<file path="config.mk">
export PLATFORM = sky130hd
export DESIGN_NAME = program_loader_flat
export DESIGN_NICKNAME = d
export VERILOG_FILES = /design/src/rtl/program_loader_pkg.sv /design/src/rtl/program_loader_if.sv /design/src/rtl/program_loader_word_assembler.sv /design/src/rtl/program_loader.sv /design/src/flat_wrapper.sv
export SDC_FILE = /design/constraint.sdc
export NUM_CORES = 1
export LEC_CHECK = 0
export ABC_AREA = 1
export CAP_MARGIN = 0
export CORE_ASPECT_RATIO = 1.75
export CORE_MARGIN = 8
export CORE_UTILIZATION = 47
export DETAILED_ROUTE_END_ITERATION = 8
export HOLD_SLACK_MARGIN = 0.05
export PLACE_DENSITY = 0.8
export SYNTH_ARGS = -nofsm -noshare
export SYNTH_HDL_FRONTEND = slang
export SYNTH_SLANG_ARGS = --single-unit
</file>
<file path="constraint.sdc">
create_clock -name clk -period 1.68 [get_ports clk]
set_input_delay 0.252 -clock clk [delete_from_list [all_inputs] [get_ports clk]]
set_output_delay 0.252 -clock clk [all_outputs]
set_load 0.05 [all_outputs]
</file>
<file path="src/rtl/program_loader_pkg.sv">
// Shared types and frame constants for the boot-time program loader.
// The CHECK state exists only when PROGRAM_LOADER_CHECKSUM_EN is defined.
package program_loader_pkg;

  localparam int LEN_FIELD_BYTES = 2;
  localparam int BYTES_PER_WORD  = 4;
  localparam int LEN_BITS        = 8 * LEN_FIELD_BYTES;

  typedef enum logic [2:0] {
    ST_IDLE   = 3'd0,
    ST_LEN_HI = 3'd1,
    ST_LEN_LO = 3'd2,
    ST_DATA   = 3'd3,
`ifdef PROGRAM_LOADER_CHECKSUM_EN
    ST_CHECK  = 3'd4,
`endif
    ST_DONE   = 3'd5,
    ST_ERROR  = 3'd6
  } state_t;

endpackage

</file>
<file path="src/rtl/program_loader_if.sv">
// Byte-stream input and instruction-memory write port of the loader.
// Handshake: a byte moves on a rising edge where byte_valid and byte_ready are both 1;
// byte_data must be stable while byte_valid is high, and byte_ready never waits on byte_valid.
interface program_loader_if;
  logic        byte_valid;
  logic [7:0]  byte_data;
  logic        byte_ready;
  logic        imem_wren;
  logic [31:0] imem_waddr;
  logic [31:0] imem_wdata;

  modport master (
    output byte_valid, byte_data,
    input  byte_ready, imem_wren, imem_waddr, imem_wdata
  );

  modport slave (
    input  byte_valid, byte_data,
    output byte_ready, imem_wren, imem_waddr, imem_wdata
  );
endinterface

</file>
<file path="src/rtl/program_loader_word_assembler.sv">
// Big-endian 8-to-32 packer: the first byte of a group lands in bits 31:24.
// word_valid pulses for one cycle after the fourth byte; word holds until the next completion.
module word_assembler
  import program_loader_pkg::*;
(
  input  logic        clk,
  input  logic        rst,
  input  logic        clr,
  input  logic        byte_en,
  input  logic [7:0]  byte_in,
  output logic        completing,
  output logic        word_valid,
  output logic [31:0] word
);

  localparam logic [1:0] LAST_BYTE = 2'(BYTES_PER_WORD - 1);

  logic [1:0]  cnt_q;
  logic [23:0] shift_q;

  assign completing = byte_en && (cnt_q == LAST_BYTE);

  always_ff @(posedge clk) begin
    if (!rst) begin
      cnt_q      <= '0;
      shift_q    <= '0;
      word       <= '0;
      word_valid <= 1'b0;
    end else begin
      word_valid <= 1'b0;
      if (clr) begin
        cnt_q   <= '0;
        shift_q <= '0;
      end else if (byte_en) begin
        shift_q <= {shift_q[15:0], byte_in};
        cnt_q   <= cnt_q + 2'd1;
        if (cnt_q == LAST_BYTE) begin
          word       <= {shift_q, byte_in};
          word_valid <= 1'b1;
        end
      end
    end
  end

endmodule

</file>
<file path="src/rtl/program_loader.sv">
// Boot loader: receives a length-prefixed byte frame, writes words to imem from address 0,
// and releases the CPU when the image is complete. PROGRAM_LOADER_CHECKSUM_EN adds a trailing XOR check byte.
module program_loader
  import program_loader_pkg::*;
#(
  parameter int ADDR_WIDTH = 8
) (
  input  logic             clk,
  input  logic             rst,
  input  logic             start,
  program_loader_if.slave  bus,
  output logic             cpu_hold,
  output logic             busy,
  output logic             done,
  output logic             error,
  output state_t           fsm_state
);

  localparam logic [LEN_BITS:0] CAPACITY = (LEN_BITS + 1)'(1) << ADDR_WIDTH;

  state_t                state_q, state_d;
  logic                  xfer;
  logic                  start_ok;
  logic                  in_data;
  logic                  last_word;
  logic [7:0]            len_hi_q;
  logic [LEN_BITS-1:0]   len_q;
  logic [LEN_BITS-1:0]   n_field;
  logic [ADDR_WIDTH:0]   word_idx_q;
  logic [31:0]           waddr_q;
  logic                  asm_completing;
  logic                  asm_valid;
  logic [31:0]           asm_word;
  logic                  ready_c, busy_c;
  logic                  hold_d, done_d, error_d;

  assign xfer      = bus.byte_valid && bus.byte_ready;
  assign start_ok  = start && (state_q == ST_IDLE || state_q == ST_DONE || state_q == ST_ERROR);
  assign in_data   = xfer && (state_q == ST_DATA);
  assign n_field   = {len_hi_q, bus.byte_data};
  assign last_word = ((LEN_BITS + 1)'(word_idx_q) + (LEN_BITS + 1)'(1)) == {1'b0, len_q};

`ifdef PROGRAM_LOADER_CHECKSUM_EN
  logic [7:0] chk_q;

  always_ff @(posedge clk) begin
    if (!rst) begin
      chk_q <= '0;
    end else if (start_ok) begin
      chk_q <= '0;
    end else if (in_data) begin
      chk_q <= chk_q ^ bus.byte_data;
    end
  end
`endif

  word_assembler u_asm (
    .clk        (clk),
    .rst        (rst),
    .clr        (start_ok),
    .byte_en    (in_data),
    .byte_in    (bus.byte_data),
    .completing (asm_completing),
    .word_valid (asm_valid),
    .word       (asm_word)
  );

  always_ff @(posedge clk) begin
    if (!rst) begin
      state_q <= ST_IDLE;
    end else begin
      state_q <= state_d;
    end
  end

  always_comb begin
    state_d = state_q;
    case (state_q)
      ST_IDLE: begin
        if (start) state_d = ST_LEN_HI;
      end
      ST_LEN_HI: begin
        if (xfer) state_d = ST_LEN_LO;
      end
      ST_LEN_LO: begin
        if (xfer) begin
          if (n_field == '0) begin
`ifdef PROGRAM_LOADER_CHECKSUM_EN
            state_d = ST_CHECK;
`else
            state_d = ST_DONE;
`endif
          end else if ({1'b0, n_field} > CAPACITY) begin
            state_d = ST_ERROR;
          end else begin
            state_d = ST_DATA;
          end
        end
      end
      ST_DATA: begin
        if (asm_completing && last_word) begin
`ifdef PROGRAM_LOADER_CHECKSUM_EN
          state_d = ST_CHECK;
`else
          state_d = ST_DONE;
`endif
        end
      end
`ifdef PROGRAM_LOADER_CHECKSUM_EN
      ST_CHECK: begin
        if (xfer) state_d = (bus.byte_data == chk_q) ? ST_DONE : ST_ERROR;
      end
`endif
      ST_DONE, ST_ERROR: begin
        if (start) state_d = ST_LEN_HI;
      end
      default: state_d = ST_IDLE;
    endcase
  end

  // Status flags lag the state by one cycle so the CPU is released strictly after the final write.
  always_comb begin
    ready_c = 1'b0;
    busy_c  = 1'b0;
    hold_d  = 1'b1;
    done_d  = 1'b0;
    error_d = 1'b0;
    case (state_q)
      ST_LEN_HI, ST_LEN_LO, ST_DATA: begin
        ready_c = 1'b1;
        busy_c  = 1'b1;
      end
`ifdef PROGRAM_LOADER_CHECKSUM_EN
      ST_CHECK: begin
        ready_c = 1'b1;
        busy_c  = 1'b1;
      end
`endif
      ST_DONE: begin
        hold_d = start_ok;
        done_d = !start_ok;
      end
      ST_ERROR: begin
        error_d = !start_ok;
      end
      default: ;
    endcase
  end

  always_ff @(posedge clk) begin
    if (!rst) begin
      cpu_hold <= 1'b1;
      done     <= 1'b0;
      error    <= 1'b0;
    end else begin
      cpu_hold <= hold_d;
      done     <= done_d;
      error    <= error_d;
    end
  end

  always_ff @(posedge clk) begin
    if (!rst) begin
      len_hi_q   <= '0;
      len_q      <= '0;
      word_idx_q <= '0;
      waddr_q    <= '0;
    end else begin
      if (start_ok) begin
        word_idx_q <= '0;
      end
      if (xfer && state_q == ST_LEN_HI) len_hi_q <= bus.byte_data;
      if (xfer && state_q == ST_LEN_LO) len_q    <= n_field;
      // Address is latched with the completing byte so it lines up with the packer's word_valid.
      if (asm_completing) begin
        waddr_q    <= 32'(word_idx_q[ADDR_WIDTH-1:0]) << 2;
        word_idx_q <= word_idx_q + 1'b1;
      end
    end
  end

  assign bus.byte_ready = ready_c;
  assign bus.imem_wren  = asm_valid;
  assign bus.imem_waddr = waddr_q;
  assign bus.imem_wdata = asm_word;
  assign busy           = busy_c;
  assign fsm_state      = state_q;

endmodule

</file>
<file path="src/flat_wrapper.sv">
// flat-port wrapper written by rule: the top's interface ports become plain ports
module program_loader_flat import program_loader_pkg::*;
#(
  parameter int ADDR_WIDTH = 8
)
  (clk, rst, start, cpu_hold, busy, done, error, fsm_state, bus_byte_valid, bus_byte_data, bus_byte_ready, bus_imem_wren, bus_imem_waddr, bus_imem_wdata);
  program_loader_if bus_i ();
  input  logic clk;
  input  logic rst;
  input  logic start;
  output logic cpu_hold;
  output logic busy;
  output logic done;
  output logic error;
  output state_t fsm_state;
  input wire logic [$bits(bus_i.byte_valid)-1:0] bus_byte_valid;
  input wire logic [$bits(bus_i.byte_data)-1:0] bus_byte_data;
  output wire logic [$bits(bus_i.byte_ready)-1:0] bus_byte_ready;
  output wire logic [$bits(bus_i.imem_wren)-1:0] bus_imem_wren;
  output wire logic [$bits(bus_i.imem_waddr)-1:0] bus_imem_waddr;
  output wire logic [$bits(bus_i.imem_wdata)-1:0] bus_imem_wdata;
  assign bus_i.byte_valid = bus_byte_valid;
  assign bus_i.byte_data = bus_byte_data;
  assign bus_byte_ready = bus_i.byte_ready;
  assign bus_imem_wren = bus_i.imem_wren;
  assign bus_imem_waddr = bus_i.imem_waddr;
  assign bus_imem_wdata = bus_i.imem_wdata;
  program_loader #(.ADDR_WIDTH(ADDR_WIDTH)) u_core (.clk(clk), .rst(rst), .start(start), .bus(bus_i), .cpu_hold(cpu_hold), .busy(busy), .done(done), .error(error), .fsm_state(fsm_state));
endmodule
</file>
==> results of run 1 <==
where the power goes:
part	internal [uW]	leakage (uW)	switching [uW]
sequential	2680	0.000861	157
clock	1030	0.000135	970
combinational	606	0.00155	1140
total	4310	0.00254	2270
stage by stage:
stage | setup TNS (ns) | total power [uW]
after floorplan | 0 | 4030
after global placement | -2.88 | 4520
after detailed placement | -4.49 | 4560
after CTS | 0 | 6560
after global routing | -0.0796 | 6910
final | 0 | 6580
flip-flops by register name, indices dropped and copies added, names as in the netlist:
register and count:
u_core.bus.imem_waddr 8, u_core.u_asm.shift_q 24, u_core.u_asm.word_valid 1, u_core.u_asm.cnt_q 2, u_core.len_hi_q 8, u_core.cpu_hold 1
u_core.fsm_state 3, u_core.error 1, u_core.word_idx_q 9, u_core.u_asm.word 32, u_core.done 1, u_core.len_q 16
repair_timing:
| action | 4_1_cts | 5_1_grt |
|---|---|---|
| gates resized for setup | 9 | 35 |
| setup buffers | 0 | 3 |
| setup endpoints to repair | 2 | 9 |
| pin swaps | 2 | 15 |
critical path, stage by stage, from the launching register on:
cell     delay, ns
dfxtp_4       0.37
ha_4          0.17
nand2_2       0.08
nor2_4        0.15
nand3_2       0.09
nand2_2       0.08
nor2_2        0.05
nor2_1        0.08
nand2_1       0.06
nor2_2        0.11
nand2_2       0.08
a21oi_2       0.14
nor2_1        0.04
synthesized netlist by cell type (all sizes together):
cell type	count
a21oi	75
buf	42
bufbuf	1
clkbuf	10
clkinv	2
conb	1
dfxtp	106
ha	2
inv	49
nand2	125
nand3	25
nand3b	1
nand4	9
nor2	91
nor3	1
nor4	1
o21ai	66
o21bai	1
or2	1
xnor2	1
kinds of logic (layout without fill, tap and decap cells):
logic type | Yosys count | in the layout | share of synthesized area
and+or+nand+nor | 254 | 254 | 0.236
AOI/OAI and AO/OA | 142 | 142 | 0.160
DFF | 106 | 106 | 0.476
buffers and inverters | 104 | 168 | 0.119
adders and majority gates | 2 | 2 | 0.00561
other | 1 | 24 | 0.000841
xor gates and xnor gates | 1 | 1 | 0.00196
layout by cell type, fill, tap and decap left out, drive strengths merged, types with 4 or more instances in the layout:
| cell | count |
|---|---|
| nand2 | 125 |
| dfxtp | 106 |
| nor2 | 91 |
| buf | 90 |
| a21oi | 75 |
| o21ai | 66 |
| inv | 52 |
| nand3 | 25 |
| conb | 24 |
| clkdlybuf4s50 | 11 |
| nand4 | 9 |
| clkbuf | 9 |
| clkinv | 4 |
how the worst max path moves through the flow:
stage,end,slack [ns],start
global route,u_core.fsm_state[2]$_SDFFE_PN0P_,-0.05,u_core.word_idx_q[0]$_SDFFE_PN0P_
finish,u_core.fsm_state[1]$_SDFFE_PN0P_,0.06,u_core.word_idx_q[0]$_SDFFE_PN0P_
global placement,u_core.fsm_state[1]$_SDFFE_PN0P_,-0.15,bus_byte_valid
floorplan,u_core.fsm_state[1]$_SDFFE_PN0P_,0.07,u_core.word_idx_q[0]$_SDFFE_PN0P_
CTS,u_core.fsm_state[1]$_SDFFE_PN0P_,0.01,u_core.word_idx_q[3]$_SDFFE_PN0P_
detailed placement,u_core.fsm_state[1]$_SDFFE_PN0P_,-0.15,bus_byte_valid
layout make-up:
class | instances | area [um^2]
inverter | 51 | 191
multi-input combinational | 423 | 2060
sequential | 106 | 2140
timing repair buffer | 101 | 881
tap | 122 | 153
clock inverter | 7 | 61.3
clock buffer | 9 | 225
fill | 823 | 3640
layer usage:
layer | vias to the layer above | track usage
met5 | - | 0
met1 | 1896 | 0.181
met3 | 34 | 0.0277
met4 | 0 | 0.107
met2 | 112 | 0.343
li1 | 2083 | -
==> impl_metrics.json, run 1 <==
{
  "finish.utilization": 0.611,
  "period_share": 0.964,
  "cts_buffers": 9,
  "worst-endpoint-arrival_ns": 1.86,
  "io_buffers": 60,
  "post-route-min-period_ns": 1.62,
  "cts.sinks": 106,
  "netlist_instances": 610,
  "status": "finished, final reports clean",
  "crit_required_ns": 1.92,
  "hold_end": "u_core.u_asm.cnt_q[1]$_SDFFE_PP0P_",
  "nNetsFinal": 706,
  "overflow": 0,
  "wl_met2_um": 6550,
  "final_cells": 819,
  "synth_seq_cells": 106,
  "grt_usage": 0.183,
  "grt_pass1_wl_um": 18400,
  "htreeDepth": 3,
  "diodes": 0,
  "antenna_found_initial": 0,
  "grt_max_degree": 55,
  "hold_viol_final": 0,
  "min_path_type": "reg2reg",
  "ys_warn_count": 0,
  "reg2regPathDepth": 12,
  "final_antenna_net_count": 0,
  "area_growth_pct": 28.0,
  "leakage_uw": 0.00254,
  "drc": 0,
  "cts_tree": "yes",
  "routed.top_layer": "met4",
  "start_kind": "flip-flop",
  "p_per_area_mw_per_mm2": 1150,
  "synth_top_area_share": 0.476,
  "final_area_mm2": 0.00571,
  "ys_seq_area_frac": 0.476,
  "fp.coreArea_mm2": 0.00935,
  "layout-drive-gt1-share": 0.234,
  "met1Wirelength_um": 4100,
  "endpoint_kind": "flip-flop",
  "layout_setup_ws_ns": 0.0606,
  "io_pins": 85,
  "cts_hold_buf": 0,
  "path_max_fanout": 4,
  "reg2reg_to": "u_core.fsm_state[1]$_SDFFE_PN0P_",
  "slew_viol_final": 0,
  "clk_latency_ns": 0.34,
  "placed_area_mm2": 0.00523,
  "wl_met3_um": 471,
  "netlist_area_mm2": 0.00446,
  "synth_area_leaders": "dfxtp_1 48%, nand2_1 10%, a21oi_1 8.4%",
  "cts_buffer_depth": 2,
  "r2r-start": "u_core.word_idx_q[0]$_SDFFE_PN0P_",
  "drv_cap": 0,
  "syn_area_per_cell_um2": 7.31,
  "fp.dieH_um": 145,
  "place_inst": 800,
  "synth_cell_types": 27,
  "skew_ns": 0.00606,
  "setup_viol": 0,
  "drt_first_pass_iters": 5,
  "hp-start": "u_core.u_asm.cnt_q[1]$_SDFFE_PP0P_",
  "place_congestion": 0.868,
  "path_class": "reg2reg",
  "routedWlPerCell_um": 14.2,
  "rrSetupSlack_ns": 0.06,
  "rows": 47,
  "clk_pin_slew_ns": 0.07,
  "wirelength_um": 11700,
  "clockRootBuffer": "clkbuf_16",
  "chipWidth_um": 89.6,
  "die_area_mm2": 0.0130,
  "vdd_drop_max_mv": 0.637,
  "grt_pass1_vias": 3928,
  "whs_ns": 0.464,
  "dr.first_iter.drc_count": 221,
  "vias": 4125,
  "routed_via_density": 5.04,
  "netlist.top_cell.by_area": "dfxtp_1",
  "dp_worst_setup_slack_ns": -0.151,
  "max_freq_mhz": 618,
  "min_delay_path_depth": 2,
  "place_hpwl_um": 8750,
  "initial_utilization": 0.477
}
No activity file was read; power rests on OpenSTA's default activity.
==> run 2, diff against run 1 <==
--- a/config.mk
+++ b/config.mk
@@ -12,7 +12,8 @@
 export CORE_UTILIZATION = 47
 export DETAILED_ROUTE_END_ITERATION = 8
 export HOLD_SLACK_MARGIN = 0.05
-export PLACE_DENSITY = 0.8
+export MAX_ROUTING_LAYER = met4
+export PLACE_DENSITY = 0.76
 export SYNTH_ARGS = -nofsm -noshare
 export SYNTH_HDL_FRONTEND = slang
 export SYNTH_SLANG_ARGS = --single-unit
==> run 2 against run 1 <==
  * Flip-flop and latch count is the same
  * Clock-buffer cell count is the same
  * Non-clock buffer count shrank 7
  * Largest cell class unchanged
  * Core utilization shrank 1.1 points
  * Clock power grew 4%
  * Design area shrank 1.8%
  * Setup slack gained 0.014 ns
  * First-iteration DRC count grew 32%
==> impl_metrics.json, run 2 (synthesis gave the netlist of run 1 again) <==
{
  "r2r-start": "u_core.word_idx_q[0]$_SDFFE_PN0P_",
  "max_freq_mhz": 623,
  "final_cells": 812,
  "top_regs": "u_core.u_asm.word x32, u_core.u_asm.shift_q x24, u_core.len_q x16",
  "crit_cells": 13,
  "hold_viol_final": 0,
  "grt_usage": 0.193,
  "place_hpwl_um": 8570,
  "cts_buffer_depth": 2,
  "startpoint": "u_core.word_idx_q[0]$_SDFFE_PN0P_",
  "grt_pass1_vias": 4073,
  "grt_pass1_wl_um": 18800,
  "setup.worst_path.end": "u_core.fsm_state[1]$_SDFFE_PN0P_",
  "io_pins": 85,
  "cts_tree": "yes",
  "critPathTopFamily": "simple AND/OR/NAND/NOR gates",
  "area_growth_pct": 25.8,
  "endpoint_kind": "flip-flop",
  "final_common_cell": "nand2_1",
  "crit_top_cell": "nand2_2",
  "diodes": 0,
  "final_antenna_net_count": 0,
  "overflow": 0,
  "clk_pin_slew_ns": 0.07,
  "status": "finished, final reports clean",
  "leakage_uw": 0.00250,
  "rrSetupSlack_ns": 0.07,
  "largest_reg_flops": 32,
  "cts.sinks": 106,
  "path_max_fanout": 4,
  "vdd_drop_max_mv": 0.789,
  "worst-endpoint-arrival_ns": 1.89,
  "finish.utilization": 0.600,
  "slew_viol_final": 0,
  "clk_latency_ns": 0.35,
  "skew_ns": 0.00830,
  "rows": 47,
  "reg2reg_to": "u_core.fsm_state[1]$_SDFFE_PN0P_",
  "fillers": 809,
  "crit_required_ns": 1.97,
  "drv_cap": 0,
  "largest-register": "u_core.u_asm.word",
  "cp.buffers_inverters": 1,
  "cts_hold_buf": 0,
  "place_inst": 793,
  "rsz0062_at_grt": "true",
  "cp_cell_sequence": "buf_6 -> nand2_2 -> nor2_4 -> nand3_2 -> nand2_2 -> nand3_2 -> nand2_2 -> nand2_4 -> nor2_4 -> nand2_2 -> nand3_2 -> nand2_1 -> nor2_1",
  "whs_ns": 0.248,
  "dr.first_iter.drc_count": 291,
  "die_area_mm2": 0.0130,
  "layout-drive-gt1-share": 0.222,
  "initial_utilization": 0.477,
  "fp.coreArea_mm2": 0.00935,
  "min_path_type": "in2reg",
  "post-route-min-period_ns": 1.61,
  "io_buffers": 60,
  "wirelength_um": 11500,
  "crit_slowest_cell": "dfxtp_4",
  "period_share": 0.956,
  "drt_first_pass_iters": 5,
  "layout_setup_ws_ns": 0.0747,
  "dp_worst_setup_slack_ns": -0.118,
  "vias": 4097,
  "start_kind": "flip-flop",
  "antenna_found_initial": 0,
  "place_congestion": 0.887,
  "setup_viol": 0,
  "reg2regPathDepth": 13,
  "max_stage_delay_ns": 0.38,
  "nNetsFinal": 699,
  "path_class": "reg2reg",
  "final_cell_mix": "111 x nand2_1, 98 x dfxtp_1, 82 x nor2_1",
  "routedWlPerCell_um": 14.2,
  "chipWidth_um": 89.6,
  "grt_max_degree": 41,
  "cts_buffers": 9,
  "clockRootBuffer": "clkbuf_16",
  "routed_via_density": 5.05,
  "drc": 0,
  "htreeDepth": 3,
  "p_per_area_mw_per_mm2": 1180,
  "fp.dieH_um": 145
}
run 2: area by class of cell:
cell class,count,area [um^2],share of cell area
multi-input combinational,423,2020,0.360
clock inverter,7,67.6,0.0120
sequential,106,2140,0.382
inverter,51,194,0.0346
clock buffer,9,225,0.0402
timing repair buffer,94,807,0.144
tap,122,153,0.0272
run 2: repair_timing:
| item | in CTS | in global routing |
|---|---|---|
| pin swaps | 1 | 13 |
| resized for setup | 7 | 32 |
| setup buffers | 0 | 3 |
| endpoints found under the setup margin | 2 | 3 |
run 2: routing by layer:
metal,part of all wire,GRT usage,vias up,wire (um)
met4,0.040,0.108,0,465
met2,0.55,0.355,113,6360
met1,0.36,0.177,1884,4160
met5,0,-,-,0
met3,0.046,0.0390,30,526
li1,-,-,2070,-
run 2: how the worst min path moves through the flow:
stage / startpoint / endpoint / cells after the start
after floorplan: bus_byte_data[0] / u_core.u_asm.shift_q[0]$_SDFFE_PP0P_ / 2
after global placement: u_core.u_asm.shift_q[17]$_SDFFE_PP0P_ / u_core.u_asm.shift_q[17]$_SDFFE_PP0P_ / 2
after detailed placement: u_core.u_asm.shift_q[18]$_SDFFE_PP0P_ / u_core.u_asm.shift_q[18]$_SDFFE_PP0P_ / 2
after CTS: rst / u_core.cpu_hold$_SDFF_PN1_ / 4
after global routing: rst / u_core.cpu_hold$_SDFF_PN1_ / 4
final: rst / u_core.cpu_hold$_SDFF_PN1_ / 4
run 2: through the flow:
stage,power (uW),cell area (um^2),setup TNS (ns)
after floorplan,4030,4560,0
after global placement,4470,5160,-1.89
after global routing,6910,5610,-0.0758
after detailed placement,4500,5160,-3.71
after CTS,6560,5480,0
final,6600,5610,0
run 2: power by group:
group	total, uW	switching (uW)	leakage (uW)	internal [uW]
registers	2830	154	0.000861	2680
clock network	2080	1030	0.000142	1050
logic	1690	1120	0.00150	571
run 2: tightest hold or removal path, cell delays in order:
cell and delay [ns]:
buf_2 0.12, inv_1 0.07, nor2_1 0.06, nand2_1 0.07
